$ cat config.mk
export PLATFORM = sky130hd
export DESIGN_NAME = alu_share_arbiter_flat
export DESIGN_NICKNAME = d
export VERILOG_FILES = /design/src/rtl/alu_share_arbiter_if.sv /design/src/rtl/alu_share_arbiter.sv /design/src/flat_wrapper.sv
export SDC_FILE = /design/constraint.sdc
export NUM_CORES = 1
export LEC_CHECK = 0
export BUFFER_PORTS_ARGS = -buffer_cell sky130_fd_sc_hd__buf_2
export CELL_PAD_IN_SITES_DETAIL_PLACEMENT = 0
export CELL_PAD_IN_SITES_GLOBAL_PLACEMENT = 2
export CORE_UTILIZATION = 31
export DETAILED_ROUTE_END_ITERATION = 8
export PLACE_DENSITY_LB_ADDON = 0.1
export SETUP_SLACK_MARGIN = 0.2
export SYNTH_ARGS = -nofsm -noshare
export SYNTH_HDL_FRONTEND = slang
export SYNTH_SLANG_ARGS = --single-unit
$ cat constraint.sdc
create_clock -name clk -period 6.1 [get_ports clk]
set_input_delay 0.915 -clock clk [delete_from_list [all_inputs] [get_ports clk]]
set_output_delay 0.915 -clock clk [all_outputs]
set_load 0.03 [all_outputs]
$ cat src/rtl/alu_share_arbiter_if.sv
// Handshake bundle for the two-port ALU front end: two request channels,
// one response channel and the architectural carry/overflow flags.
interface alu_share_arbiter_if;
    logic        req0_valid;
    logic        req0_ready;
    logic [31:0] req0_a;
    logic [31:0] req0_b;
    logic [3:0]  req0_aluc;

    logic        req1_valid;
    logic        req1_ready;
    logic [31:0] req1_a;
    logic [31:0] req1_b;
    logic [3:0]  req1_aluc;

    logic        resp_valid;
    logic        resp_ready;
    logic        resp_id;
    logic [31:0] resp_result;
    logic        resp_zero;
    logic        resp_negative;
    logic        resp_carry;
    logic        resp_overflow;

    logic        flag_c;
    logic        flag_v;

    modport master (
        output req0_valid, req0_a, req0_b, req0_aluc,
        output req1_valid, req1_a, req1_b, req1_aluc,
        output resp_ready,
        input  req0_ready, req1_ready,
        input  resp_valid, resp_id, resp_result,
        input  resp_zero, resp_negative, resp_carry, resp_overflow,
        input  flag_c, flag_v
    );

    modport slave (
        input  req0_valid, req0_a, req0_b, req0_aluc,
        input  req1_valid, req1_a, req1_b, req1_aluc,
        input  resp_ready,
        output req0_ready, req1_ready,
        output resp_valid, resp_id, resp_result,
        output resp_zero, resp_negative, resp_carry, resp_overflow,
        output flag_c, flag_v
    );
endinterface

$ cat src/rtl/alu_share_arbiter.sv
// Round-robin front end sharing one 32-bit ALU between the EX stage (port 0)
// and the branch/compare unit (port 1), with a single registered response slot.
module alu_share_arbiter (
    input logic               clk,
    input logic               rst_n,
    alu_share_arbiter_if.slave bus
);
    typedef enum logic {EMPTY = 1'b0, FULL = 1'b1} slotState_e;

    slotState_e  state_q;
    logic        last_q;
    logic        respId_q;
    logic [31:0] respResult_q;
    logic        respZero_q;
    logic        respNegative_q;
    logic        respCarry_q;
    logic        respOverflow_q;
    logic        flagC_q;
    logic        flagC_d;
    logic        flagV_q;
    logic        flagV_d;

    logic        slotFree;
    logic        grant;
    logic        accept;
    logic [31:0] opA;
    logic [31:0] opB;
    logic [3:0]  opAluc;
    logic [31:0] aluResult;
    logic        aluCarry;
    logic        aluOverflow;
    logic [32:0] sum;
    logic [32:0] diff;
    logic [4:0]  shamt;

    // Idle grant defaults to port 0; on contention the port not served last wins.
    assign slotFree       = (state_q == EMPTY) || bus.resp_ready;
    assign grant          = (bus.req0_valid && bus.req1_valid) ? ~last_q : bus.req1_valid;
    assign bus.req0_ready = slotFree && !grant;
    assign bus.req1_ready = slotFree && grant;
    assign accept         = (bus.req0_valid && bus.req0_ready) || (bus.req1_valid && bus.req1_ready);

    assign opA    = grant ? bus.req1_a    : bus.req0_a;
    assign opB    = grant ? bus.req1_b    : bus.req0_b;
    assign opAluc = grant ? bus.req1_aluc : bus.req0_aluc;

    // Shared ALU; shifts move opB by opA[4:0] and report the last bit shifted out as carry.
    always_comb begin
        sum         = {1'b0, opA} + {1'b0, opB};
        diff        = {1'b0, opA} - {1'b0, opB};
        shamt       = opA[4:0];
        aluResult   = '0;
        aluCarry    = 1'b0;
        aluOverflow = 1'b0;
        casez (opAluc)
            4'b00?0: begin
                aluResult   = sum[31:0];
                aluCarry    = sum[32];
                aluOverflow = opAluc[1] && (opA[31] == opB[31]) && (sum[31] != opA[31]);
            end
            4'b00?1: begin
                aluResult   = diff[31:0];
                aluCarry    = diff[32];
                aluOverflow = opAluc[1] && (opA[31] != opB[31]) && (diff[31] != opA[31]);
            end
            4'b0100: aluResult = opA & opB;
            4'b0101: aluResult = opA | opB;
            4'b0110: aluResult = opA ^ opB;
            4'b0111: aluResult = ~(opA | opB);
            4'b100?: aluResult = {opB[15:0], 16'h0000};
            4'b1010: begin
                aluResult = {31'b0, diff[32]};
                aluCarry  = diff[32];
            end
            4'b1011: aluResult = {31'b0, ($signed(opA) < $signed(opB))};
            4'b1100: begin
                aluResult = $signed(opB) >>> shamt;
                aluCarry  = (shamt != 5'd0) && opB[shamt - 5'd1];
            end
            4'b1101: begin
                aluResult = opB >> shamt;
                aluCarry  = (shamt != 5'd0) && opB[shamt - 5'd1];
            end
            default: begin
                aluResult = opB << shamt;
                aluCarry  = (shamt != 5'd0) && opB[5'd0 - shamt];
            end
        endcase
    end

    // Sticky flags only sample ALU values from ops that actually define them.
    always_comb begin
        flagC_d = flagC_q;
        flagV_d = flagV_q;
        if (accept) begin
            if (opAluc[3:1] == 3'b000 || opAluc == 4'b1010 || opAluc[3:2] == 2'b11) begin
                flagC_d = aluCarry;
            end
            if (opAluc[3:1] == 3'b001) begin
                flagV_d = aluOverflow;
            end
        end
    end

    always_ff @(posedge clk or negedge rst_n) begin
        if (!rst_n) begin
            state_q        <= EMPTY;
            last_q         <= 1'b1;
            respId_q       <= 1'b0;
            respResult_q   <= '0;
            respZero_q     <= 1'b0;
            respNegative_q <= 1'b0;
            respCarry_q    <= 1'b0;
            respOverflow_q <= 1'b0;
            flagC_q        <= 1'b0;
            flagV_q        <= 1'b0;
        end else begin
            flagC_q <= flagC_d;
            flagV_q <= flagV_d;
            case (state_q)
                EMPTY:   if (accept) state_q <= FULL;
                FULL:    if (!accept && bus.resp_ready) state_q <= EMPTY;
                default: state_q <= EMPTY;
            endcase
            if (accept) begin
                last_q         <= grant;
                respId_q       <= grant;
                respResult_q   <= aluResult;
                respZero_q     <= (aluResult == 32'h0);
                respNegative_q <= aluResult[31];
                respCarry_q    <= aluCarry;
                respOverflow_q <= aluOverflow;
            end
        end
    end

    assign bus.resp_valid    = (state_q == FULL);
    assign bus.resp_id       = respId_q;
    assign bus.resp_result   = respResult_q;
    assign bus.resp_zero     = respZero_q;
    assign bus.resp_negative = respNegative_q;
    assign bus.resp_carry    = respCarry_q;
    assign bus.resp_overflow = respOverflow_q;
    assign bus.flag_c        = flagC_q;
    assign bus.flag_v        = flagV_q;
endmodule

$ cat src/flat_wrapper.sv
// flat-port wrapper written by rule: the top's interface ports become plain ports
module alu_share_arbiter_flat 
  (clk, rst_n, bus_req0_valid, bus_req0_a, bus_req0_b, bus_req0_aluc, bus_req1_valid, bus_req1_a, bus_req1_b, bus_req1_aluc, bus_resp_ready, bus_req0_ready, bus_req1_ready, bus_resp_valid, bus_resp_id, bus_resp_result, bus_resp_zero, bus_resp_negative, bus_resp_carry, bus_resp_overflow, bus_flag_c, bus_flag_v);
  alu_share_arbiter_if bus_i ();
  input logic clk;
  input logic rst_n;
  input wire logic [$bits(bus_i.req0_valid)-1:0] bus_req0_valid;
  input wire logic [$bits(bus_i.req0_a)-1:0] bus_req0_a;
  input wire logic [$bits(bus_i.req0_b)-1:0] bus_req0_b;
  input wire logic [$bits(bus_i.req0_aluc)-1:0] bus_req0_aluc;
  input wire logic [$bits(bus_i.req1_valid)-1:0] bus_req1_valid;
  input wire logic [$bits(bus_i.req1_a)-1:0] bus_req1_a;
  input wire logic [$bits(bus_i.req1_b)-1:0] bus_req1_b;
  input wire logic [$bits(bus_i.req1_aluc)-1:0] bus_req1_aluc;
  input wire logic [$bits(bus_i.resp_ready)-1:0] bus_resp_ready;
  output wire logic [$bits(bus_i.req0_ready)-1:0] bus_req0_ready;
  output wire logic [$bits(bus_i.req1_ready)-1:0] bus_req1_ready;
  output wire logic [$bits(bus_i.resp_valid)-1:0] bus_resp_valid;
  output wire logic [$bits(bus_i.resp_id)-1:0] bus_resp_id;
  output wire logic [$bits(bus_i.resp_result)-1:0] bus_resp_result;
  output wire logic [$bits(bus_i.resp_zero)-1:0] bus_resp_zero;
  output wire logic [$bits(bus_i.resp_negative)-1:0] bus_resp_negative;
  output wire logic [$bits(bus_i.resp_carry)-1:0] bus_resp_carry;
  output wire logic [$bits(bus_i.resp_overflow)-1:0] bus_resp_overflow;
  output wire logic [$bits(bus_i.flag_c)-1:0] bus_flag_c;
  output wire logic [$bits(bus_i.flag_v)-1:0] bus_flag_v;
  assign bus_i.req0_valid = bus_req0_valid;
  assign bus_i.req0_a = bus_req0_a;
  assign bus_i.req0_b = bus_req0_b;
  assign bus_i.req0_aluc = bus_req0_aluc;
  assign bus_i.req1_valid = bus_req1_valid;
  assign bus_i.req1_a = bus_req1_a;
  assign bus_i.req1_b = bus_req1_b;
  assign bus_i.req1_aluc = bus_req1_aluc;
  assign bus_i.resp_ready = bus_resp_ready;
  assign bus_req0_ready = bus_i.req0_ready;
  assign bus_req1_ready = bus_i.req1_ready;
  assign bus_resp_valid = bus_i.resp_valid;
  assign bus_resp_id = bus_i.resp_id;
  assign bus_resp_result = bus_i.resp_result;
  assign bus_resp_zero = bus_i.resp_zero;
  assign bus_resp_negative = bus_i.resp_negative;
  assign bus_resp_carry = bus_i.resp_carry;
  assign bus_resp_overflow = bus_i.resp_overflow;
  assign bus_flag_c = bus_i.flag_c;
  assign bus_flag_v = bus_i.flag_v;
  alu_share_arbiter u_core (.clk(clk), .rst_n(rst_n), .bus(bus_i));
endmodule
==> impl_metrics.env, run 1 <==
export IMPL_status="finished clean"
export IMPL_insertion_delay_ns=0.29
export IMPL_crit_path_start_kind="input port"
export IMPL_clk_pin_slew_ns=0.06
export IMPL_rsz0062_at_grt="no"
export IMPL_period_needed_ns=5.956
export IMPL_drcViolationCount=0
export IMPL_start_util=0.3146
export IMPL_syn_num_nets=2458
export IMPL_synthAdderAreaFrac=0.08140
export IMPL_tightestPinTransition_ns=1.362
export IMPL_grt_max_degree=82
export IMPL_stdcell_count=3104
export IMPL_synth_mux_area_frac=0.2206
export IMPL_cp_buffers_inverters=4
export IMPL_synth_seq_cells=40
export IMPL_yosysTopAreaCell="mux2i_1"
export IMPL_routabilityCongestion=1.031
export IMPL_area_delta_synth_final_pct=18.02
export IMPL_dieArea_mm2=0.05058
export IMPL_cpLargestDelayFamily="compound AO/OA/AOI/OAI gates"
export IMPL_ir_worst_vdd_uv=91.40
export IMPL_drv_slew=0
export IMPL_core_area_mm2=0.04895
export IMPL_cts_tree="yes"
export IMPL_syn_area_mm2=0.01540
export IMPL_fmax_mhz=167.9
export IMPL_rows=81
export IMPL_numCtsBuffers=5
export IMPL_cts_sinks=40
export IMPL_synthSimpleGateAreaFrac=0.2403
export IMPL_ys_seq_area_frac=0.06507
export IMPL_timing_hold_ws_ns=0.4693
export IMPL_timing_slew_headroom=0.08446
export IMPL_ys_types=96
export IMPL_first_pass_iters=6
export IMPL_port_buffers=182
export IMPL_synth_area_leaders="mux2i_1 (16%), nand2_1 (9.0%), ha_1 (7.9%)"
export IMPL_finClkSkew_ns=0.004844
export IMPL_hold_viol=0
export IMPL_cp_arrival_ns=6.18
export IMPL_power_uw=3756
export IMPL_track_usage=0.3877
export IMPL_numPlacedInstances=3093
export IMPL_worst_setup_path_end_kind="register"
export IMPL_grt_pass1_wl_um=141300
export IMPL_tns_ns=0
export IMPL_cap_violations=0
export IMPL_worst_setup_path_type="in -> reg"
export IMPL_vias=19583
export IMPL_avgSynthCellArea_um2=6.944
export IMPL_cpPeakStageDelay_ns=0.47
export IMPL_ys_dominant_reg_cell="dfrtp_1"
export IMPL_fillers=5402
export IMPL_crit_chain="buf_2 -> a21boi_4 -> buf_12 -> buf_4 -> mux2i_2 -> inv_1 -> ha_2 -> nor2b_1 -> o21bai_1 -> a21oi_1 -> a221o_1 -> a221o_1 -> a2111oi_2 -> nand4_1 -> nand4b_1 -> nor4_1 -> nand4_1 -> nor4_1 -> a32o_1"
export IMPL_p_per_area_mw_per_mm2=206.6
export IMPL_drt_iter0_drc=2139
export IMPL_cts_root_buf="clkbuf_16"
export IMPL_cts_buffer_depth=2
export IMPL_via_per_inst=6.309
export IMPL_synth_top_family_by_area="compound AO/OA/AOI/OAI gates"
export IMPL_io_pins=183
export IMPL_ant_nets=0
export IMPL_ys_warn_count=0
export IMPL_postLayoutCoreUtil=0.3713
export IMPL_grt_pass1_vias=18319
export IMPL_wl_um=100300
export IMPL_chipWidth_um=224.9
export IMPL_worstHoldPathType="reg -> reg"
export IMPL_drive_above_1_share=0.2099
export IMPL_p_leak_uw=0.008272
export IMPL_setup_viol=0
export IMPL_nets=2678
export IMPL_synth_top_area_frac=0.1573
export IMPL_layout_common_cells="nand2_1 (370), mux2i_1 (237), buf_4 (199), buf_2 (180), nor2_1 (148)"
export IMPL_htree_levels=2
export IMPL_synthCells=2218
export IMPL_finalCritPeriodShare=0.9765
export IMPL_layout_commonest_cell="nand2_1"
export IMPL_overflow=0
export IMPL_grt_antenna_before_repair=4
export IMPL_synth_xor_area_share=0.01820
export IMPL_die_h_um=224.9
export IMPL_cts_hold_buf=0
export IMPL_worstPathMaxFanout=21
export IMPL_critical_path_slowest_cell="mux2i_2"
export IMPL_synth_compound_area_share=0.2943
export IMPL_required_ns=6.32
export IMPL_place_hpwl_um=81800
export IMPL_synth_edf_count=0
export IMPL_wire_per_inst_um=32.32
export IMPL_synthArstFlopShare=1.000
[routing by layer]
layer | vias to the layer above | track usage | routed length, µm | part of all wire
met3 | 168 | 0.05346 | 8471 | 0.084
met2 | 1034 | 0.5983 | 43300 | 0.43
met1 | 9686 | 0.5421 | 43990 | 0.44
met4 | 6 | 0.1481 | 4510 | 0.045
li1 | 8689 | - | - | -
met5 | - | 0 | 31 | 0.00031
[cells by family (layout without fill, tap and decap cells)]
family,after synthesis,in the layout
flops,40,40
compound gates,661,661
simple gates,807,807
mux,306,306
buf+inv,273,494
fa+ha+maj,99,99
xor+xnor,32,32
other cells,0,1
[timing repair]
action,CTS,global route
endpoints found under the setup margin,3,4
resized for setup,2,10
pin swaps,1,0
setup buffers,2,0
[cell type report]
| class | count | area, µm² | share of cell area |
|---|---|---|---|
| multi-input combinational | 1905 | 13260 | 0.7295 |
| timing repair buffer | 387 | 2562 | 0.1410 |
| sequential | 40 | 1002 | 0.05514 |
| tap | 664 | 830.8 | 0.04571 |
| inverter | 99 | 374.1 | 0.02058 |
| clock buffer | 5 | 125.1 | 0.006884 |
| clock inverter | 3 | 18.77 | 0.001033 |
| antenna | 1 | 2.502 | 0.0001377 |
[path summary, 6_finish.rpt]
kind	from	slack, ns	to	cells after the start
min in group asynchronous	rst_n	0.77	u_core.bus.resp_overflow	1
max in group asynchronous	rst_n	4.76	u_core.bus.resp_result[0]	1
min reg2reg	u_core.bus.resp_result[24]	0.47	u_core.bus.resp_result[24]	2
max reg2reg	u_core.last_q	0.40	u_core.bus.resp_zero	18
max	bus_req0_valid	0.14	u_core.bus.resp_zero	19
min	u_core.bus.resp_result[24]	0.47	u_core.bus.resp_result[24]	2
[report_power, final]
group          internal, µW  leakage, µW  switching [µW]
Combinational          1060      0.00770            2060
Clock                   151    0.0000736             107
Sequential              335     0.000496            43.4
[synthesized netlist by cell type, types with 27 or more instances]
| cell type | instances |
|---|---|
| buf_2 | 49 |
| xnor2_1 | 30 |
| o21ai_0 | 135 |
| nor2_1 | 148 |
| nand4_1 | 27 |
| a31oi_1 | 29 |
| clkbuf_1 | 82 |
| nand2_1 | 370 |
| nand3_1 | 51 |
| ha_1 | 97 |
| nor2b_1 | 29 |
| a211oi_1 | 52 |
| mux2_2 | 35 |
| a221oi_1 | 30 |
| nor3_1 | 45 |
| inv_1 | 96 |
| mux2i_1 | 242 |
| dfrtp_1 | 39 |
| a21oi_1 | 143 |
| o211ai_1 | 33 |
[sequential cells by signal (all words and copies together) (netlist names)]
signal                    flops
u_core.bus.resp_valid         1
u_core.bus.resp_carry         1
u_core.last_q                 1
u_core.bus.resp_overflow      1
u_core.bus.resp_id            1
u_core.bus.resp_negative      1
u_core.bus.resp_zero          1
u_core.bus.flag_c             1
u_core.bus.resp_result       31
u_core.bus.flag_v             1
[worst reg2reg max path: stages (launching register included)]
cell	delay (ns)
dfstp_2	0.46
a21boi_4	0.31
buf_12	0.23
buf_4	0.31
mux2i_2	0.48
inv_1	0.10
ha_2	0.46
nor2b_1	0.09
o21bai_1	0.32
a21oi_1	0.22
a221o_1	0.40
a221o_1	0.28
a2111oi_2	0.43
nand4_1	0.25
nand4b_1	0.25
nor4_1	0.40
nand4_1	0.20
nor4_1	0.22
a32o_1	0.21
[stage by stage]
stage | worst slack, ns | cell area [µm²]
6_report | 0.1436 | 18180
5_1_grt | 0.2029 | 18170
4_1_cts | 0.3529 | 18130
3_5_place_dp | -0.2474 | 17960
3_3_place_gp | -0.2468 | 17960
2_1_floorplan | 0.2125 | 15410
Note: power is estimated with default switching activity, not from simulation.
==> run 2: changes to the inputs <==
- CORE_ASPECT_RATIO: unset -> 0.6
- CORE_UTILIZATION: 31 -> 35
- clock period: 6.1 -> 5.9 ns (I/O delays scaled with it)
==> impl_metrics.env, run 2 (synthesis gave the netlist of run 1 again) <==
export IMPL_fmax_mhz=179.3
export IMPL_period_needed_ns=5.578
export IMPL_insertion_delay_ns=0.27
export IMPL_dp_slack_ns=0.005370
export IMPL_via_per_inst=6.670
export IMPL_worst_setup_path_type="in -> reg"
export IMPL_first_pass_iters=7
export IMPL_track_usage=0.4176
export IMPL_grtUsageMet2=0.5485
export IMPL_worst_setup_path_end_kind="register"
export IMPL_busiest_layer="met1"
export IMPL_port_buffers=182
export IMPL_io_pins=183
export IMPL_hold_viol=0
export IMPL_grt_antenna_before_repair=8
export IMPL_critical_path_slowest_cell="ha_2"
export IMPL_rsz0062_at_grt="no"
export IMPL_numCtsBuffers=5
export IMPL_cpPeakStageDelay_ns=0.51
export IMPL_drv_slew=0
export IMPL_place_hpwl_um=79100
export IMPL_finalCritPeriodShare=0.9455
export IMPL_layout_common_cells="nand2_1 (370), mux2i_1 (240), buf_2 (180), buf_4 (153), nor2_1 (148)"
export IMPL_stdcell_count=2975
export IMPL_drive_above_1_share=0.1942
export IMPL_cp_startpoint="bus_req1_valid"
export IMPL_setup_viol=0
export IMPL_dieArea_mm2=0.04487
export IMPL_grt_pass1_wl_um=135300
export IMPL_area_delta_synth_final_pct=15.56
export IMPL_numPlacedInstances=2966
export IMPL_required_ns=6.11
export IMPL_wl_um=96280
export IMPL_met1_usage=0.6305
export IMPL_core_area_mm2=0.04333
export IMPL_drt_iter0_drc=3366
export IMPL_cts_setup_buffers=0
export IMPL_routabilityCongestion=1.100
export IMPL_finClkSkew_ns=0.002244
export IMPL_worstPathMaxFanout=37
export IMPL_tns_ns=0
export IMPL_ant_nets=0
export IMPL_grt_max_degree=80
export IMPL_largest_reg_flops=31
export IMPL_cts_hold_buf=0
export IMPL_overflow=0
export IMPL_worst_slack_ns=0.3216
export IMPL_timing_slew_headroom=0.1481
export IMPL_rows=59
export IMPL_vias=19842
export IMPL_cap_violations=0
export IMPL_crit_path_start_kind="input port"
export IMPL_htree_levels=2
export IMPL_worstHoldPathType="reg -> reg"
export IMPL_cts_tree="yes"
export IMPL_cts_sinks=40
export IMPL_reg2reg_from="u_core.last_q"
export IMPL_crit_chain="buf_2 -> a21boi_4 -> buf_12 -> buf_8 -> nand2_1 -> and2_1 -> ha_2 -> nand2_1 -> nor4_1 -> buf_4 -> nor3b_1 -> o21ai_0 -> o21ai_0 -> o32ai_1 -> a221o_1 -> a21oi_1 -> nand4_1 -> nor4_1 -> a32o_1"
export IMPL_cts_root_buf="clkbuf_16"
export IMPL_chipWidth_um=272.8
export IMPL_cts_buffer_depth=2
export IMPL_use_met3=0.1454
export IMPL_p_leak_uw=0.008086
export IMPL_cp_arrival_ns=5.79
export IMPL_wire_per_inst_um=32.36
export IMPL_grt_pass1_vias=17626
export IMPL_post_cts_resized=0
export IMPL_layout_commonest_cell="nand2_1"
export IMPL_ir_worst_vdd_uv=198.1
export IMPL_start_util=0.3554
export IMPL_die_h_um=164.5
export IMPL_nets=2634
export IMPL_tightestPinTransition_ns=1.272
export IMPL_clk_pin_slew_ns=0.06
export IMPL_drcViolationCount=0
export IMPL_holdCritStartpoint="u_core.bus.resp_result[23]"
export IMPL_status="finished clean"
export IMPL_p_per_area_mw_per_mm2=218.9
-- run 2: final timing paths --
path | to | slack [ns] | cells past startpoint
worst max register to register | u_core.bus.resp_zero | 0.35 | 17
max in group asynchronous | u_core.bus.resp_result[23] | 4.58 | 1
worst max-delay path | u_core.bus.resp_zero | 0.32 | 19
min in group asynchronous | u_core.bus.resp_result[3] | 0.75 | 1
worst min register to register | u_core.bus.resp_result[23] | 0.47 | 2
worst min-delay path | u_core.bus.resp_result[23] | 0.47 | 2
-- run 2: final cells by class --
class	count	area, µm²
fill	4647	25540
multi-input combinational	1905	13270
timing repair buffer	343	2240
sequential	40	1002
tap	579	724.4
inverter	99	374.1
clock buffer	5	125.1
clock inverter	2	60.06
antenna	2	5.005
-- run 2: metal layers --
layer,share of wire,vias up
li1,-,8601
met5,0.0015,-
met1,0.46,9653
met2,0.37,1459
met3,0.15,121
met4,0.023,8
-- run 2: power breakdown --
group | total (µW) | internal [µW] | switching (µW)
logic | 3160 | 1030 | 2140
clock network | 339 | 240 | 99.5
registers | 393 | 346 | 46.7
total | 3900 | 1610 | 2280
-- run 2: per-stage QoR --
step | instance area [µm²] | hold slack, ns | power [µW] | utilization
floorplan | 15430 | 0.5152 | 2159 | -
global placement | 17550 | 0.4557 | 3391 | 0.4049
detailed placement | 17550 | 0.4584 | 3387 | 0.4049
CTS | 17730 | 0.4731 | 3741 | 0.4092
global route | 17790 | 0.4843 | 4044 | 0.4106
finish | 17800 | 0.4661 | 3896 | 0.4107
-- run 2: worst max-delay path: cells and delay by family --
| family | cells | cell delay [ns] |
|---|---|---|
| AOI/OAI and AO/OA | 7 | 1.90 |
| and+or+nand+nor | 7 | 1.59 |
| buffers and inverters | 4 | 0.86 |
| adders and majority gates | 1 | 0.51 |
